===== src/rtl/snn_window_ctrl.sv =====
`default_nettype none
// ============================================================================
//  Module   : snn_window_ctrl
//  Purpose  : Sequences one inference window of the spiking output layer:
//             clear pulse, WINDOW_LEN enabled timesteps with per-node
//             saturating spike counting, sequential argmax scan, and a
//             valid/ready result hand-off.
//  Revision : 1.0 - initial release
// ============================================================================
module snn_window_ctrl #(
  parameter int NUM_NODES  = 10,
  parameter int WINDOW_LEN = 256,
  parameter int CNT_W      = 16,
  parameter int IDX_W      = (NUM_NODES > 1) ? $clog2(NUM_NODES) : 1
) (
  input  logic                 clk_i,
  input  logic                 rst_i,
  input  logic                 start_i,
  output logic                 start_ready_o,
  input  logic                 abort_i,
  input  logic [NUM_NODES-1:0] nodes_i,
  output logic                 layer_clr_o,
  output logic                 layer_en_o,
  output logic                 busy_o,
  output logic                 result_valid_o,
  input  logic                 result_ready_i,
  output logic [IDX_W-1:0]     winner_o,
  output logic [CNT_W-1:0]     winner_cnt_o,
  output logic                 no_spike_o
);

  // Timestep counter only needs to reach WINDOW_LEN-1 before RUN is left.
  localparam int TS_W = (WINDOW_LEN > 1) ? $clog2(WINDOW_LEN) : 1;

  localparam logic [TS_W-1:0]  c_ts_last  = TS_W'(WINDOW_LEN - 1);
  localparam logic [IDX_W-1:0] c_idx_last = IDX_W'(NUM_NODES - 1);
  localparam logic [CNT_W-1:0] c_cnt_max  = {CNT_W{1'b1}};

  typedef enum logic [2:0] {
    S_IDLE   = 3'd0,
    S_CLEAR  = 3'd1,
    S_RUN    = 3'd2,
    S_SCAN   = 3'd3,
    S_RESULT = 3'd4
  } state_t;

  state_t r_state;
  state_t w_state_nxt;

  logic [TS_W-1:0]  r_ts;
  logic [CNT_W-1:0] r_cnt [NUM_NODES];

  logic [IDX_W-1:0] r_scan_idx;
  logic [IDX_W-1:0] r_best_idx;
  logic [CNT_W-1:0] r_best_cnt;

  logic [IDX_W-1:0] r_winner;
  logic [CNT_W-1:0] r_winner_cnt;
  logic             r_no_spike;

  logic             w_ts_last;
  logic             w_scan_last;
  logic [CNT_W-1:0] w_cur_cnt;
  logic             w_better;
  logic [IDX_W-1:0] w_best_idx_nxt;
  logic [CNT_W-1:0] w_best_cnt_nxt;

  assign w_ts_last   = (r_ts == c_ts_last);
  assign w_scan_last = (r_scan_idx == c_idx_last);

  // State register; reset forces IDLE immediately, so no clear pulse follows.
  always_ff @(posedge clk_i or posedge rst_i) begin
    if (rst_i) begin
      r_state <= S_IDLE;
    end else begin
      r_state <= w_state_nxt;
    end
  end

  // Next-state and Moore outputs; abort outranks the end-of-phase transitions.
  always_comb begin
    w_state_nxt    = r_state;
    start_ready_o  = 1'b0;
    layer_clr_o    = 1'b0;
    layer_en_o     = 1'b0;
    busy_o         = 1'b1;
    result_valid_o = 1'b0;
    case (r_state)
      S_IDLE: begin
        busy_o        = 1'b0;
        start_ready_o = 1'b1;
        if (start_i) begin
          w_state_nxt = S_CLEAR;
        end
      end
      S_CLEAR: begin
        layer_clr_o = 1'b1;
        w_state_nxt = abort_i ? S_IDLE : S_RUN;
      end
      S_RUN: begin
        layer_en_o = 1'b1;
        if (abort_i) begin
          w_state_nxt = S_IDLE;
        end else if (w_ts_last) begin
          w_state_nxt = S_SCAN;
        end
      end
      S_SCAN: begin
        if (abort_i) begin
          w_state_nxt = S_IDLE;
        end else if (w_scan_last) begin
          w_state_nxt = S_RESULT;
        end
      end
      S_RESULT: begin
        result_valid_o = 1'b1;
        if (result_ready_i) begin
          w_state_nxt = S_IDLE;
        end
      end
      default: begin
        w_state_nxt = S_IDLE;
      end
    endcase
  end

  // Timestep counter: zeroed in CLEAR, advances once per RUN sample.
  always_ff @(posedge clk_i or posedge rst_i) begin
    if (rst_i) begin
      r_ts <= '0;
    end else if (r_state == S_CLEAR) begin
      r_ts <= '0;
    end else if (r_state == S_RUN) begin
      r_ts <= w_ts_last ? '0 : r_ts + TS_W'(1);
    end
  end

  // Per-node spike counters: saturate at all-ones, frozen outside RUN.
  always_ff @(posedge clk_i or posedge rst_i) begin
    if (rst_i) begin
      for (int i = 0; i < NUM_NODES; i++) begin
        r_cnt[i] <= '0;
      end
    end else if (r_state == S_CLEAR) begin
      for (int i = 0; i < NUM_NODES; i++) begin
        r_cnt[i] <= '0;
      end
    end else if (r_state == S_RUN) begin
      for (int i = 0; i < NUM_NODES; i++) begin
        if (nodes_i[i] && (r_cnt[i] != c_cnt_max)) begin
          r_cnt[i] <= r_cnt[i] + CNT_W'(1);
        end
      end
    end
  end

  // Argmax step: strict compare keeps the lowest index on ties.
  always_comb begin
    w_cur_cnt      = r_cnt[r_scan_idx];
    w_better       = (w_cur_cnt > r_best_cnt);
    w_best_idx_nxt = w_better ? r_scan_idx : r_best_idx;
    w_best_cnt_nxt = w_better ? w_cur_cnt  : r_best_cnt;
  end

  // Scan registers: one node visited per SCAN cycle in ascending order.
  always_ff @(posedge clk_i or posedge rst_i) begin
    if (rst_i) begin
      r_scan_idx <= '0;
      r_best_idx <= '0;
      r_best_cnt <= '0;
    end else if (r_state == S_CLEAR) begin
      r_scan_idx <= '0;
      r_best_idx <= '0;
      r_best_cnt <= '0;
    end else if (r_state == S_SCAN) begin
      r_scan_idx <= r_scan_idx + IDX_W'(1);
      r_best_idx <= w_best_idx_nxt;
      r_best_cnt <= w_best_cnt_nxt;
    end
  end

  // Result registers: loaded on the final scan step, held through RESULT and IDLE.
  always_ff @(posedge clk_i or posedge rst_i) begin
    if (rst_i) begin
      r_winner     <= '0;
      r_winner_cnt <= '0;
      r_no_spike   <= 1'b0;
    end else if ((r_state == S_SCAN) && w_scan_last && !abort_i) begin
      r_winner     <= w_best_idx_nxt;
      r_winner_cnt <= w_best_cnt_nxt;
      r_no_spike   <= (w_best_cnt_nxt == '0);
    end
  end

  assign winner_o     = r_winner;
  assign winner_cnt_o = r_winner_cnt;
  assign no_spike_o   = r_no_spike;

endmodule
`default_nettype wire

===== config.mk =====
export PLATFORM = sky130hd
export DESIGN_NAME = snn_window_ctrl
export DESIGN_NICKNAME = d
export VERILOG_FILES = /design/src/rtl/snn_window_ctrl.sv
export SDC_FILE = /design/constraint.sdc
export NUM_CORES = 1
export LEC_CHECK = 0
export BUFFER_PORTS_ARGS = -buffer_cell sky130_fd_sc_hd__buf_2
export CORE_ASPECT_RATIO = 0.7
export CORE_MARGIN = 10
export CORE_UTILIZATION = 25
export CTS_CLUSTER_DIAMETER = 60
export DETAILED_ROUTE_END_ITERATION = 12
export GPL_TIMING_DRIVEN = 0
export PLACE_DENSITY = 0.41
export SLEW_MARGIN = 10
export SYNTH_ARGS = -nofsm -noshare
export SYNTH_HDL_FRONTEND = slang
export SYNTH_SLANG_ARGS = --single-unit

===== constraint.sdc =====
create_clock -name clk_i -period 11.07 [get_ports clk_i]
set_input_delay 3.321 -clock clk_i [delete_from_list [all_inputs] [get_ports clk_i]]
set_output_delay 3.321 -clock clk_i [all_outputs]
set_load 0.01 [all_outputs]

# [Word level (Yosys, flattened, before mapping)]
# Index checks and enable logic that the tools add are counted.
[word_totals] ff_bits=216
[classes] reduce_logical=38 muxes=39 bitwise=1 magnitude_cmp=2 n_eq_ne=20 add_sub_neg=12
[op_table] operator="$mux W160" n=2
[op_table] operator="$mux W16" n=15
[op_table] operator="$add A16 B1 Y16 const B" n=10
[op_table] operator="$ne A16 B16 Y1 const B" n=10
[op_table] operator="$bmux W16 S4" n=1
[op_table] operator="$mux W8" n=3
[op_table] operator="$reduce_bool A2 Y1" n=12
[op_table] operator="$mux W4" n=5
[op_table] operator="$reduce_and A2 Y1" n=10
[op_table] operator="$mux W3" n=6
[op_table] operator="$gt A16 B16 Y1" n=1
[op_table] operator="$logic_not A16 Y1" n=1
[op_table] operator="$pmux W3 S5" n=1
[op_table] operator="$logic_and A1 B1 Y1" n=12
[op_table] operator="$add A8 B1 Y8 const B" n=1
[op_table] operator="$eq A8 B8 Y1 const B" n=1
[op_table] operator="$eq A3 B2 Y1 const B" n=2
[op_table] operator="$ne A3 B3 Y1 const B" n=2
[op_table] operator="$ge A5 B5 Y1 const B" n=1
[op_table] operator="$mux W1" n=5
[op_table] operator="$not A4 Y5" n=1
[op_table] operator="$add A4 B1 Y4 const B" n=1
[op_table] operator="$eq A4 B4 Y1 const B" n=1
[op_table] operator="$ne A2 B2 Y1 const B" n=2
[op_table] operator="6 further kinds" n=6

# [Logic depth before layout (Yosys ltp)]
[logic_depth] ltp_word=8 depth_mapped=18 ltp_nobuf=13

# [Least setup slack after synthesis]
# No wires, ideal clock.
[synth_path] path_type="register -> output" from="reg r_state[0]" to="out layer_clr_o" n_path_buf=3 arrival_ns=1.497 path_slack_ns=6.252 t_required_ns=7.749 stages_incl_launch_ff=7 cell_sequence="dfrtp_1 -> buf_2 -> nor2b_1 -> nand2_1 -> inv_1 -> clkbuf_1 -> clkbuf_1"
[synth_via] elab_chain_cells=2
[synth_rtl] element="start: declaration" line_no="47" source="state_t r_state;"
[synth_rtl] element="start signal: assignment" line_no="76" source="r_state <= w_state_nxt;"
[synth_rtl] element="$eq A3 B1 Y1" line_no="88" source="case (r_state)"
[synth_rtl] element="$mux W1" line_no="88"
[synth_rtl] element="end: declaration" line_no="22" source="output logic layer_clr_o,"
# Every way passes these cells.

# [Final worst setup path]
[layout_path] from="reg r_state[1]" to="out layer_clr_o"
# The elaborated chain is that of the path after synthesis.

==> flow_metrics.env <==
export IMPL_outcome="complete, no violations"
export IMPL_p_per_area_mw_per_mm2=185
export IMPL_yosysSeqAreaShare_pct=44.3
export IMPL_layout_common_cells="dfrtp_1, nor2_1, nand2_1"
export IMPL_drt_iter0_markers=767
export IMPL_critPathKind="flip-flop to primary output"
export IMPL_first_pass_iters=5
export IMPL_clockRootBuffer="clkbuf_16"
export IMPL_routedWlPerCell_um=20.2
export IMPL_io_pins=41
export IMPL_synth_top_cell_area_share_pct=44.3
export IMPL_hold_viol_final=0
export IMPL_syn_nets=1321
export IMPL_clk_insertion_delay_late_ns=0.56
export IMPL_cts_tree="built"
export IMPL_synth_avg_cell_area_sq_um=9.55
export IMPL_slew_violations=0
export IMPL_routed_via_density=4.94
export IMPL_ant_nets=0
export IMPL_p_leak_uw=0.00582
export IMPL_synthCells=1277
export IMPL_grt_util_met1_pct=22.1
export IMPL_drive_above_1_share_pct=11.4
export IMPL_max_slew_worst_pin_slew_ns=1.15
export IMPL_worstPathRequired_ns=7.75
export IMPL_cp_start_kind="flip-flop"
export IMPL_die_y_um=205
export IMPL_async_reset_ff_share_pct=100
export IMPL_fmax_mhz=149
export IMPL_drc=0
export IMPL_post_cts_buffers=0
export IMPL_final_min_clock_period_ns=6.71
export IMPL_postCtsResizedCells=0
export IMPL_dieArea_sq_mm=0.0581
export IMPL_grt_pass1_vias=9689
export IMPL_vias=9981
export IMPL_htreeDepth=1
export IMPL_synth_area_top_cells="dfrtp_1, nor2_1, xor2_1"
export IMPL_antenna_found_initial=0
export IMPL_cts_sinks=216
export IMPL_wl_um=40800
export IMPL_gp_congestion=0.829
export IMPL_grt_util_met2_pct=18.5
export IMPL_fin_crit_sh_pct=60.6
export IMPL_crit_start="r_state[1]"
export IMPL_grt_max_degree=100
export IMPL_fin_nets=1390
export IMPL_max_cap_violations=0
export IMPL_dp_hpwl_um=30100
export IMPL_globalRouteMet3Util_pct=2.53
export IMPL_initial_core_util_pct=25.4
export IMPL_rsz0062_at_grt="no"
export IMPL_cts_clk_slew_worst_paths_ns=0.07
export IMPL_synth_distinct_cells=71
export IMPL_ys_seq_elements=216
export IMPL_vdd_drop_max_uv=120
export IMPL_tns_ns=0
export IMPL_numCtsBuffers=25
export IMPL_hp_class="flip-flop to flip-flop"
export IMPL_grt_usage_pct=13.8
export IMPL_synth_largest_area_cell="dfrtp_1"
export IMPL_synthFlopType="dfrtp_1"
export IMPL_synth_edf_count=0
export IMPL_power_uw=2620
export IMPL_rows=67
export IMPL_path_max_fanout=10
export IMPL_worst_clock_skew_ns=0.0360
export IMPL_final_common_cell="dfrtp_1"
export IMPL_fillCellCount=5040
export IMPL_post_place_ws_ns=4.88
export IMPL_die_w_um=284
export IMPL_io_buffer_count=40
export IMPL_postLayoutCellArea_sq_mm=0.0142
export IMPL_reg2reg_from="r_scan_idx[1]"
export IMPL_placed_area_sq_mm=0.0133
export IMPL_hold_buffers=0
export IMPL_finalSetupViolations=0
export IMPL_grt_overflow=0
export IMPL_min_from="winner_cnt_o[4]"
export IMPL_fin_ws_ns=4.36
export IMPL_critPathCaptureType="primary output"
export IMPL_netlist_area_sq_mm=0.0122
export IMPL_clockBufferDepth=3
export IMPL_relSlewSlack_pct=22.7
export IMPL_yosys_warnings=0
export IMPL_syn2layout_area_growth_pct=16.3
export IMPL_crit_arrival_ns=3.39
export IMPL_grt_pass1_wl_um=62700
export IMPL_core_sq_mm=0.0480
export IMPL_grt_busiest_layer="met1"
==> cell type report <==
type / instances / area, sq um / area share [%]
clock buffers: 37 / 721 / 5.09
inverters: 41 / 161 / 1.14
multi-input cells: 960 / 6310 / 44.5
diodes: 1 / 2.50 / 0.0177
well taps: 655 / 820 / 5.78
clock inverters: 9 / 176 / 1.24
repair buffers: 42 / 255 / 1.80
plain buffers: 60 / 318 / 2.24
flip-flops and latches: 216 / 5410 / 38.1
==> layer usage <==
metal / vias to the layer above / routed length [um]
li1: 4704 / -
met1: 4972 / 22200
met2: 255 / 15400
met3: 50 / 2270
met4: 0 / 870
met5: - / 0
==> synth_stat cells (3+ instances only) <==
cell / count
o31ai_1: 5
a211oi_1: 3
mux4_1: 3
buf_6: 5
and4_1: 18
or4_1: 3
xor2_1: 74
a21oi_2: 6
clkbuf_1: 33
a22oi_1: 14
o21ai_1: 23
nand3_1: 76
dfrtp_1: 216
nor4_1: 8
mux2i_1: 44
and2_1: 3
buf_2: 16
mux4_2: 21
a21oi_1: 62
o21ai_0: 55
nor2b_1: 5
and3_1: 17
nand2_1: 108
nand4_1: 41
inv_1: 41
nor2_1: 174
o22ai_1: 20
nand2b_1: 4
ha_1: 29
o211ai_1: 6
nor3_1: 22
a31oi_1: 5
or3_1: 22
xnor2_1: 45
==> critical path, stage by stage, from the launching register on <==
cell      delay, ns
dfrtp_1        0.35
buf_2          0.17
inv_1          0.21
nand2_1        0.35
inv_1          0.28
clkbuf_1       0.68
clkbuf_1       0.53
buf_2          0.25
==> power by group <==
| part | switching [uW] | internal, uW | total [uW] | leakage [uW] |
|---|---|---|---|---|
| combinational | 578 | 240 | 818 | 0.00238 |
| sequential | 50.8 | 827 | 877 | 0.00301 |
| clock | 361 | 567 | 928 | 0.000435 |
==> flip-flops by register name, indices dropped and copies added, names as in the netlist <==
| register | flops |
|---|---|
| winner_o | 4 |
| r_best_cnt | 16 |
| no_spike_o | 1 |
| r_scan_idx | 4 |
| r_ts | 8 |
| winner_cnt_o | 16 |
| r_best_idx | 4 |
| r_state | 3 |
| r_cnt | 160 |
==> cell families after synthesis <==
group	after synthesis	share of synthesized area [%]
flip-flops	216	44.3
multiplexers	70	8.32
buffers and inverters	101	3.87
adder cells (fa/ha/maj)	29	2.98
AO/OA/AOI/OAI	226	11.5
XOR/XNOR	119	8.55
AND/OR/NAND/NOR	516	20.4
==> path summary, 6_finish.rpt <==
kind	to	slack [ns]	depth (start not counted)
max in group asynchronous	r_cnt[157]	7.42	3
max	layer_clr_o	4.36	7
min in group asynchronous	r_state[0]	2.75	2
min	winner_cnt_o[4]	0.48	2
max reg2reg	winner_cnt_o[1]	5.25	16
min reg2reg	winner_cnt_o[4]	0.48	2
==> metrics by stage <==
step	cells	utilization [%]	hold WS, ns
after CTS	2020	29.5	0.485
final	2021	29.5	0.478
after floorplan	1277	-	0.467
after global routing	2020	29.5	0.506
after global placement	1972	27.5	0.461
after detailed placement	1974	27.6	0.470
(Power assumes the default switching activity.)
